[config.mk]
export PLATFORM = sky130hd
export DESIGN_NAME = norm_round_pipe_flat
export DESIGN_NICKNAME = d
export VERILOG_FILES = /design/src/rtl/norm_round_pipe_if.sv /design/src/rtl/norm_round_pipe.sv /design/src/flat_wrapper.sv
export SDC_FILE = /design/constraint.sdc
export NUM_CORES = 1
export LEC_CHECK = 0
export CAP_MARGIN = 30
export CORE_MARGIN = 2
export CORE_UTILIZATION = 50
export CTS_CLUSTER_SIZE = 12
export DETAILED_ROUTE_END_ITERATION = 10
export PLACE_DENSITY_LB_ADDON = 0.2
export SYNTH_ARGS = -nofsm -noshare
export SYNTH_HDL_FRONTEND = slang
export SYNTH_SLANG_ARGS = --single-unit
[constraint.sdc]
create_clock -name clk -period 8.6 [get_ports clk]
set_clock_uncertainty 0.05 [all_clocks]
set_input_delay 1.72 -clock clk [delete_from_list [all_inputs] [get_ports clk]]
set_output_delay 1.72 -clock clk [all_outputs]
set_load 0.1 [all_outputs]
[src/rtl/norm_round_pipe_if.sv]
// Handshake bundle between the four-input mantissa adder and the normalise/round stage.
// The slave side is the rounding pipe; the master side is the producer plus the result consumer.
interface norm_round_pipe_if #(
    parameter int expWidth   = 4,
    parameter int sigWidth   = 4,
    parameter int low_expand = 2
);
    localparam int W = sigWidth + 4 + low_expand;

    logic                         in_valid;
    logic                         in_ready;
    logic [W-1:0]                 in_mantissa;
    logic [expWidth-1:0]          in_exp;
    logic                         out_valid;
    logic                         out_ready;
    logic [expWidth+sigWidth-1:0] out_result;
    logic [2:0]                   out_flags;

    modport master (
        output in_valid, in_mantissa, in_exp, out_ready,
        input  in_ready, out_valid, out_result, out_flags
    );

    modport slave (
        input  in_valid, in_mantissa, in_exp, out_ready,
        output in_ready, out_valid, out_result, out_flags
    );
endinterface

[src/rtl/norm_round_pipe.sv]
// Three-stage normalise / round-to-nearest-even / saturate pipe that turns the raw
// two's-complement adder sum and shared exponent into a packed {sign, exp, frac} float.
module norm_round_pipe #(
    parameter int expWidth   = 4,
    parameter int sigWidth   = 4,
    parameter int low_expand = 2
) (
    input  logic             clk,
    input  logic             rst_n,
    norm_round_pipe_if.slave bus
);
    localparam int W  = sigWidth + 4 + low_expand;
    localparam int H  = sigWidth - 1 + low_expand;
    localparam int PW = $clog2(W);
    localparam int EW = expWidth + 2;
    localparam int RW = expWidth + sigWidth;
    localparam logic [EW-1:0] EMAX = EW'((1 << expWidth) - 1);

    logic [3:1] vld_q;
    logic       ld1, ld2, ld3;

    logic                s1_sign_q;
    logic [W-1:0]        s1_mag_q, mag_d;
    logic [expWidth-1:0] s1_exp_q;

    logic                s2_sign_q, s2_zero_q;
    logic [W-1:0]        s2_norm_q, norm_d;
    logic [EW-1:0]       s2_e_q, e_d;
    logic [PW-1:0]       p;

    logic [sigWidth-1:0] kept;
    logic [sigWidth-2:0] frac;
    logic                g, st, rnd, carry;
    logic [EW-1:0]       e3;
    logic [RW-1:0]       res_q, res_d;
    logic [2:0]          flg_q, flg_d;

    // A stage may load when empty or when the stage ahead of it is moving.
    assign ld3 = ~vld_q[3] | bus.out_ready;
    assign ld2 = ~vld_q[2] | ld3;
    assign ld1 = ~vld_q[1] | ld2;

    assign bus.in_ready   = ld1;
    assign bus.out_valid  = vld_q[3];
    assign bus.out_result = res_q;
    assign bus.out_flags  = flg_q;

    // S1: magnitude as W-bit unsigned, so the most-negative sum still fits.
    assign mag_d = bus.in_mantissa[W-1] ? (~bus.in_mantissa + W'(1)) : bus.in_mantissa;

    // S2: leading-one position drives both the normalising shift and the exponent.
    always_comb begin
        p = '0;
        for (int i = 0; i < W; i++) begin
            if (s1_mag_q[i]) p = PW'(i);
        end
    end

    assign norm_d = s1_mag_q << (PW'(W - 1) - p);
    assign e_d    = {2'b00, s1_exp_q} + EW'(p) - EW'(H);

    // S3: round-to-nearest-even on the normalised significand.
    assign kept  = s2_norm_q[W-1 -: sigWidth];
    assign g     = s2_norm_q[W-1-sigWidth];
    assign st    = |s2_norm_q[W-2-sigWidth:0];
    assign rnd   = g & (st | kept[0]);
    assign carry = rnd & (&kept);
    assign frac  = kept[sigWidth-2:0] + (sigWidth-1)'(rnd);
    assign e3    = s2_e_q + EW'(carry);

    always_comb begin
        res_d = {s2_sign_q, e3[expWidth-1:0], frac};
        flg_d = {2'b00, g | st};
        if (s2_zero_q) begin
            res_d = '0;
            flg_d = 3'b000;
        end else if (!e3[EW-1] && (e3 >= EMAX)) begin
            res_d = {s2_sign_q, {(expWidth-1){1'b1}}, 1'b0, {(sigWidth-1){1'b1}}};
            flg_d = 3'b101;
        end else if (e3[EW-1] || (e3 == '0)) begin
            res_d = {s2_sign_q, {(RW-1){1'b0}}};
            flg_d = 3'b011;
        end
    end

    always_ff @(posedge clk or negedge rst_n) begin
        if (!rst_n) begin
            vld_q     <= '0;
            s1_sign_q <= 1'b0;
            s1_mag_q  <= '0;
            s1_exp_q  <= '0;
            s2_sign_q <= 1'b0;
            s2_zero_q <= 1'b0;
            s2_norm_q <= '0;
            s2_e_q    <= '0;
            res_q     <= '0;
            flg_q     <= '0;
        end else begin
            if (ld1) vld_q[1] <= bus.in_valid;
            if (ld2) vld_q[2] <= vld_q[1];
            if (ld3) vld_q[3] <= vld_q[2];
            if (ld1 && bus.in_valid) begin
                s1_sign_q <= bus.in_mantissa[W-1];
                s1_mag_q  <= mag_d;
                s1_exp_q  <= bus.in_exp;
            end
            if (ld2 && vld_q[1]) begin
                s2_sign_q <= s1_sign_q;
                s2_zero_q <= (s1_mag_q == '0);
                s2_norm_q <= norm_d;
                s2_e_q    <= e_d;
            end
            if (ld3 && vld_q[2]) begin
                res_q <= res_d;
                flg_q <= flg_d;
            end
        end
    end
endmodule

[src/flat_wrapper.sv]
// flat-port wrapper written by rule: the top's interface ports become plain ports
module norm_round_pipe_flat 
#(
    parameter int expWidth   = 4,
    parameter int sigWidth   = 4,
    parameter int low_expand = 2
)
  (clk, rst_n, bus_in_valid, bus_in_mantissa, bus_in_exp, bus_out_ready, bus_in_ready, bus_out_valid, bus_out_result, bus_out_flags);
  norm_round_pipe_if #(.expWidth(expWidth), .sigWidth(sigWidth), .low_expand(low_expand)) bus_i ();
  input  logic clk;
  input  logic rst_n;
  input wire logic [$bits(bus_i.in_valid)-1:0] bus_in_valid;
  input wire logic [$bits(bus_i.in_mantissa)-1:0] bus_in_mantissa;
  input wire logic [$bits(bus_i.in_exp)-1:0] bus_in_exp;
  input wire logic [$bits(bus_i.out_ready)-1:0] bus_out_ready;
  output wire logic [$bits(bus_i.in_ready)-1:0] bus_in_ready;
  output wire logic [$bits(bus_i.out_valid)-1:0] bus_out_valid;
  output wire logic [$bits(bus_i.out_result)-1:0] bus_out_result;
  output wire logic [$bits(bus_i.out_flags)-1:0] bus_out_flags;
  assign bus_i.in_valid = bus_in_valid;
  assign bus_i.in_mantissa = bus_in_mantissa;
  assign bus_i.in_exp = bus_in_exp;
  assign bus_i.out_ready = bus_out_ready;
  assign bus_in_ready = bus_i.in_ready;
  assign bus_out_valid = bus_i.out_valid;
  assign bus_out_result = bus_i.out_result;
  assign bus_out_flags = bus_i.out_flags;
  norm_round_pipe #(.expWidth(expWidth), .sigWidth(sigWidth), .low_expand(low_expand)) u_core (.clk(clk), .rst_n(rst_n), .bus(bus_i));
endmodule
# Word-level counts from Yosys, hierarchy flattened
# Cells that the tools add are included.
# Widths: inputs -> output; s select.
# word_totals
ff_bits,47
input_bits,18
output_inout_bits,13
# classes
addsub,6
magnitude_cmp,1
n_shift,1
mux,16
bitwise,11
n_reduce_logical,10
# op_table
op,n
$mux 4,8
$mux 7,2
$add 10x1->10 const B,1
$logic_not 10->1,1
$mux 10,1
$not 10->10,1
$shl 10x4->10,1
$mux 8,1
$add 6x1->6,1
$ge 6x4->1 const B,1
$logic_not 6->1,1
$mux 3,2
$sub 6x3->6 const B,1
$add 4x4->5,1
$or 1x1->1,5
$reduce_or 5->1,1
$logic_and 1x1->1,4
$reduce_and 4->1,1
$sub 4x4->4 const A,1
$add 3x1->3,1
$not 1->1,3
$and 1x1->1,2
$mux 2,1
$logic_not 1->1,1
other kinds (2),2

# Depth between registers and ports, before layout
# Gate-level depths: netlist of run 1.
# logic_depth
word_depth,11
depth_mapped,12
ltp_nobuf,11

# Least setup slack after synthesis of run 1
# OpenSTA, ideal clock, no wires.
# synth_timing
path_kind,input to output
start,input port bus_out_ready
end,output port bus_in_ready
t_arrival_ns,2.630
slack_ns,4.200
cell_stages,2
path_cell_list,nor2b_1 > nand3_1
# synth_between
elab_chain_cells,3
# synth_rtl
element,line,text
"start, declared",flat_wrapper.sv:15,input wire logic [$bits(bus_i.out_ready)-1:0] bus_out_ready;
$or 1x1->1,norm_round_pipe.sv:39,assign ld3 = ~vld_q[3] | bus.out_ready;
$or 1x1->1,norm_round_pipe.sv:40,assign ld2 = ~vld_q[2] | ld3;
$or 1x1->1,norm_round_pipe.sv:41,assign ld1 = ~vld_q[1] | ld2;
"end, declared",flat_wrapper.sv:16,output wire logic [$bits(bus_i.in_ready)-1:0] bus_in_ready;
# No other way between the ends.

# Final worst setup path of run 1
# Same ends and word-level chain as after synthesis.

==> results of run 1 <==
-- routing by layer --
layer	routed length (um)	vias up
li1	-	1177
met2	2640	43
met3	167	9
met5	0	-
met4	115	0
met1	2730	1059
-- sequential cells by signal, indices dropped and copies added, names as in the netlist --
register,count
u_core.bus.out_result,8
u_core.vld_q,3
u_core.s1_exp_q,4
u_core.s1_sign_q,1
u_core.s2_zero_q,1
u_core.s2_norm_q,10
u_core.s1_mag_q,10
u_core.s2_sign_q,1
u_core.s2_e_q,6
u_core.bus.out_flags,3
-- logic make-up after synthesis --
| family | after synthesis |
|---|---|
| buf+inv | 29 |
| simple gates | 117 |
| mux | 13 |
| fa+ha+maj | 12 |
| xor+xnor | 14 |
| compound gates | 80 |
| flops | 47 |
-- cell type report --
cell class	instances	area [um2]
timing repair buffer	32	323
inverter	15	56.3
sequential	47	1180
multi-input combinational	236	1540
clock buffer	6	72.6
fill	492	2220
tap	72	90.1
clock inverter	1	30.0
-- synth_stat cells (4+ instances only) --
| master | instances | area share, % |
|---|---|---|
| nor2b_1 | 5 | 1.1 |
| ha_1 | 11 | 4.9 |
| inv_1 | 15 | 2.0 |
| xnor2_1 | 5 | 1.5 |
| a22o_1 | 4 | 1.2 |
| nand2_1 | 49 | 6.5 |
| dfrtp_1 | 47 | 42 |
| mux2i_1 | 6 | 2.1 |
| nand2b_1 | 7 | 1.5 |
| and2_1 | 6 | 1.3 |
| a221o_1 | 8 | 2.8 |
| nand3_1 | 7 | 1.2 |
| nor2_1 | 19 | 2.5 |
| mux2_2 | 6 | 2.4 |
| a21oi_1 | 11 | 1.9 |
| o21ai_0 | 24 | 4.2 |
| xor2_1 | 9 | 2.8 |
| clkbuf_1 | 11 | 1.5 |
| or3_1 | 5 | 1.1 |
| nor3_1 | 8 | 1.4 |
-- worst max-delay path by stage --
stage	start	to	slack [ns]
global placement	bus_out_ready	bus_in_ready	3.32
detailed placement	bus_out_ready	bus_in_ready	3.32
finish	bus_out_ready	bus_in_ready	3.31
floorplan	bus_out_ready	bus_in_ready	4.20
global route	bus_out_ready	bus_in_ready	3.24
CTS	bus_out_ready	bus_in_ready	3.31
-- power groups by stage --
| stage | sequential (mW) | clock [mW] | combinational [mW] |
|---|---|---|---|
| 6_report | 0.350 | 0.157 | 0.533 |
| 5_1_grt | 0.361 | 0.166 | 0.581 |
| 4_1_cts | 0.351 | 0.161 | 0.535 |
| 3_5_place_dp | 0.355 | 0 | 0.533 |
| 3_3_place_gp | 0.354 | 0 | 0.526 |
| 2_1_floorplan | 0.511 | 0 | 0.253 |
-- worst register-to-register path: cells and delay by family, from the launching register on --
kind	cells	cell delay, ns
AOI/OAI and AO/OA	2	0.61
and+or+nand+nor	6	1.74
buffers and inverters	1	0.21
adders and majority gates	1	0.25
DFF	1	0.49
-- per-stage QoR --
step,std cells,utilization (%),worst slack (ns),area [um2],power [mW]
CTS,409,59.8,3.31,3290,1.05
finish,409,59.8,3.31,3290,1.04
global placement,401,57.5,3.32,3170,0.880
floorplan,312,-,4.20,2830,0.763
detailed placement,402,57.9,3.32,3190,0.888
global route,409,59.8,3.24,3290,1.11
==> reports/results.tsv, run 1 <==
metric	value	unit
run status	finished clean	
cell internal pwr	0.551	mW
fraction of layout cells with a size suffix above 1	6.53	%
pin count of the biggest net entering global routing	35	
number of synthesized flops with an enable pin	0	
row cnt	27	
final setup violation count	0	
Synth Area in XOR/XNOR	4.33	%
post-synthesis sequential area ratio	41.5	%
R2R setup slack	5.21	ns
Synth Flop Type	dfrtp_1	
CTS tree	built	
largest family of logic cells by synthesized area	compound AO/OA/AOI/OAI gates	
WL/cell	13.8	um
Worst-Skew Late Latency	0.30	ns
Worst Setup Start Kind	input port	
maxcap violations	0	
Resize count post-CTS	0	
WP data required	6.83	ns
WP buf/inv	2	
Slew Limit Fails	0	
switching portion of total power	47.1	%
adder-cell area share of the yosys netlist	5.56	%
sequential share of power	33.7	%
critical setup path kind	in2out	
vias in the first global route	2079	
CP Capture Type	output port	
cts bufs inserted	5	
Total Wirelength	5.65	mm
Synth Instances	312	
Hold WC Path Type	reg2reg	
initial antenna violation count	0	
clock slew at reported path FFs	0.08	ns
hold_buf cts	0	
hold path depth	2	
first-pass GRT wire length	9.84	mm
Synth Area in Compound Gates	20.1	%
Die ar.	0.00629	mm2
post-synthesis cell area	0.00283	mm2
vias	2288	
deepest clock path buffer count	2	
GPL Wtd Cong	0.914	
GRT met3 Usage	3.41	%
FMAX	189	MHz
Area Overhead vs Synth	16.1	%
synthesized flop and latch total	47	
post-layout min period	5.29	ns
share of flip-flops with an asynchronous set or reset	100	%
root buffer cell	clkbuf_8	
final hold vios	0	
commonest cells after routing, fill and taps aside	nand2_1 (49), dfrtp_1 (47), clkdlybuf4s50_1 (29)	
Die Y-Extent	79.3	um
Tcrit/Tclk final	61.5	%
die width	79.3	um
Setup Buffers After CTS	0	
first-pass iteration count of the detailed router	4	
syn nets	342	
gr busiest metal	met2	
count of buffers from port buffering	30	
Synth Warn #	0	
Simple-Gate Fraction of Synth Area	19.4	%
number of H-tree levels	2	
Floorplan Core Area	0.00551	mm2
logic gate share of total power	51.2	%
RSZ-0062 raised after global routing	no	
WP data arrival	3.52	ns
post-layout net count	367	
most common cell after layout, fill and taps aside	nand2_1	
dpl hpwl	4.34	mm
met2 Resource Use GR	32.1	%
Via-to-Cell Ratio	5.59	
DRC viols	0	
crit-path most repeated cell	clkdlybuf4s50_1	
grt ovf	0	
Crit path largest cell delay	1.15	ns
ANT nets after route	0	
met1 Use GR	26.7	%
GRT Util Overall	19.8	%
Max rail drop VDD	0.241	mV
P_leak	1.46	nW
worst r2r dst	u_core.s2_norm_q[5]	
final setup TNS	0	ns
critical path peak fanout	3	
Worst path depth	4	
PwrDens	316	mW/mm2
Cell variety after synth	49	
critical-path cell list	clkdlybuf4s50_1 -> nor2b_1 -> nand3_1 -> clkdlybuf4s50_1	
mux contribution to synthesized area	5.03	%
Hold EP	u_core.bus.out_flags[0]	
Rel. slew slack	34.2	%
clk sinks	47	
Worst Tran Pin Value	0.983	ns
slowest stage cell, crit path	clkdlybuf4s50_1	
CP delay by family, top	buffers and inverters	
Crit Reg-Reg Startpoint	u_core.s1_mag_q[3]	
number of inserted diodes	0	
Iter 0 DRT Violations	91	
Syn Area/Cell	9.08	um2
WHS	0.426	ns
worst hold start	u_core.bus.out_flags[0]	
Initial Utilization	51.5	%
Psw	0.489	mW
io pins	31	
Clk pwr share	15.1	%
Reg2Reg Depth	10	
(Power assumes the default switching activity.)
==> run 2: changes to the inputs <==
==> constraint.sdc (replaced) <==
create_clock -name clk -period 4.8 [get_ports clk]
set_clock_uncertainty 0.05 [all_clocks]
set_input_delay 0.96 -clock clk [delete_from_list [all_inputs] [get_ports clk]]
set_output_delay 0.96 -clock clk [all_outputs]
set_load 0.1 [all_outputs]
==> reports/results.tsv, run 2 (synthesized netlist as in run 1, its figures left out) <==
metric	value	unit	change
Max rail drop VDD	0.442	mV	+84%
Die Y-Extent	79.3	um	unchanged
Area Overhead vs Synth	15.9	%	
clk sinks	47		unchanged
Worst Setup Start Kind	register		
cts bufs inserted	5		unchanged
GRT met3 Usage	3.75	%	+0.34 points
Filler cells	497		+1.0%
DRC viols	0		unchanged
dpl hpwl	4.48	mm	+3.3%
Total Wirelength	5.68	mm	+0.55%
Placed Area	0.00319	mm2	+0.16%
Initial Utilization	51.5	%	unchanged
die width	79.3	um	unchanged
post-route cell area	0.00328	mm2	-0.19%
ANT nets after route	0		unchanged
Rel. slew slack	34.5	%	+0.30 points
Via-to-Cell Ratio	5.82		+4.0%
GPL Wtd Cong	0.944		+3.3%
first-pass GRT wire length	10.0	mm	+1.6%
post-layout net count	367		unchanged
Clk pwr share	13.2	%	-1.9 points
final setup TNS	0	ns	unchanged
clock slew at reported path FFs	0.08	ns	about the same
number of inserted diodes	0		unchanged
P_leak	1.46	nW	about the same
post-layout min period	3.29	ns	
FMAX	304	MHz	
pin count of the biggest net entering global routing	29		-17%
Worst-Skew Late Latency	0.30	ns	about the same
Tcrit/Tclk final	68.4	%	
Psw	0.887	mW	+81%
Worst Tran Pin Value	0.979	ns	-0.00444 ns
initial antenna violation count	0		unchanged
WHS	0.431	ns	+0.00450 ns
Multi-input gate area	0.00154	mm2	unchanged
count of buffers from port buffering	30		unchanged
number of H-tree levels	2		unchanged
Hold WC Path Type	reg2reg		
WL/cell	13.9	um	+0.30%
Floorplan Core Area	0.00551	mm2	unchanged
logic gate share of total power	52.4	%	+1.2 points
run status	finished clean		
Die ar.	0.00629	mm2	unchanged
vias in the first global route	2193		+5.5%
FF+latch area	0.00118	mm2	unchanged
final hold vios	0		unchanged
Resize count post-CTS	0		unchanged
CP Capture Type	register		
vias	2385		+4.2%
cell internal pwr	0.939	mW	+70%
RSZ-0062 raised after global routing	no		
critical setup path kind	reg2reg		
final setup violation count	0		unchanged
fraction of layout cells with a size suffix above 1	7.40	%	+0.87 points
most common cell after layout, fill and taps aside	nand2_1		
Slew Limit Fails	0		unchanged
first-pass iteration count of the detailed router	4		unchanged
Iter 0 DRT Violations	93		+2.2%
Setup Buffers After CTS	0		unchanged
WP data required	4.94	ns	-1.89 ns
gr busiest metal	met2		
WP data arrival	3.42	ns	-0.10 ns
switching portion of total power	48.6	%	+1.5 points
CTS tree	built		
PwrDens	556	mW/mm2	+76%
met2 Resource Use GR	33.2	%	+1.1 points
hold_buf cts	0		unchanged
Final Power	1.83	mW	+76%
row cnt	27		unchanged
commonest cells after routing, fill and taps aside	nand2_1 (49), dfrtp_1 (47), clkdlybuf4s50_1 (28)		
critical path peak fanout	8		+5
GRT Util Overall	20.0	%	+0.19 points
grt ovf	0		unchanged
sequential share of power	34.5	%	+0.8 points
met1 Use GR	25.7	%	-0.95 points
root buffer cell	clkbuf_8		
deepest clock path buffer count	2		unchanged
io pins	31		unchanged
maxcap violations	0		unchanged
run 2: cell types whose count changed in the layout (fill, tap and decap cells not counted), sizes merged:
cell and delta:
buf +1, bufinv -1, clkbuf -1, clkdlybuf4s50 -1
clkinv +2, inv +1
run 2: worst paths after layout:
path | start | end | slack (ns) | cells past startpoint
worst max-delay path | u_core.s1_mag_q[3] | u_core.s2_norm_q[2] | 1.51 | 10
worst min-delay path | u_core.bus.out_flags[0] | u_core.bus.out_flags[0] | 0.43 | 2
worst max register to register | u_core.s1_mag_q[3] | u_core.s2_norm_q[2] | 1.51 | 10
worst min register to register | u_core.bus.out_flags[0] | u_core.bus.out_flags[0] | 0.43 | 2
max in group asynchronous | rst_n | u_core.s1_mag_q[0] | 3.61 | 2
min in group asynchronous | rst_n | u_core.s2_e_q[5] | 0.58 | 1
run 2: cell type report:
class                   count  area share (%)
well taps                  72            2.74
multi-input cells         236            47.0
flip-flops and latches     47            35.8
repair buffers             32            9.98
inverters                  15            1.71
clock buffers               5            2.10
clock inverters             3           0.686
run 2: per-layer routing:
layer / vias up / share of wire, %
met5: - / 0
met4: 0 / 2.0
met3: 13 / 4.9
met2: 77 / 47
met1: 1117 / 46
li1: 1178 / -
run 2: power by group through the flow:
stage	combinational [mW]	clock [mW]	sequential (mW)
CTS	0.961	0.252	0.629
finish	0.956	0.240	0.629
floorplan	0.453	0	0.915
detailed placement	0.957	0	0.638
global route	1.04	0.269	0.649
global placement	0.949	0	0.632
run 2: worst max-delay path: stages, from the launching register on:
cell      delay, ns
dfrtp_1        0.48
nor2_1         0.11
o31ai_2        0.40
and2_1         0.38
inv_1          0.19
ha_1           0.25
or3_1          0.38
and2_1         0.22
nor3_1         0.46
nand4_1        0.15
o311ai_0       0.11
run 2: metrics by stage:
step                      worst slack, ns  utilization [%]  instances
after floorplan                      1.73                -        312
after global placement               1.67             57.5        401
after detailed placement             1.56             58.0        402
after CTS                            1.56             59.6        410
after global routing                 1.24             59.6        410
final                                1.51             59.6        410
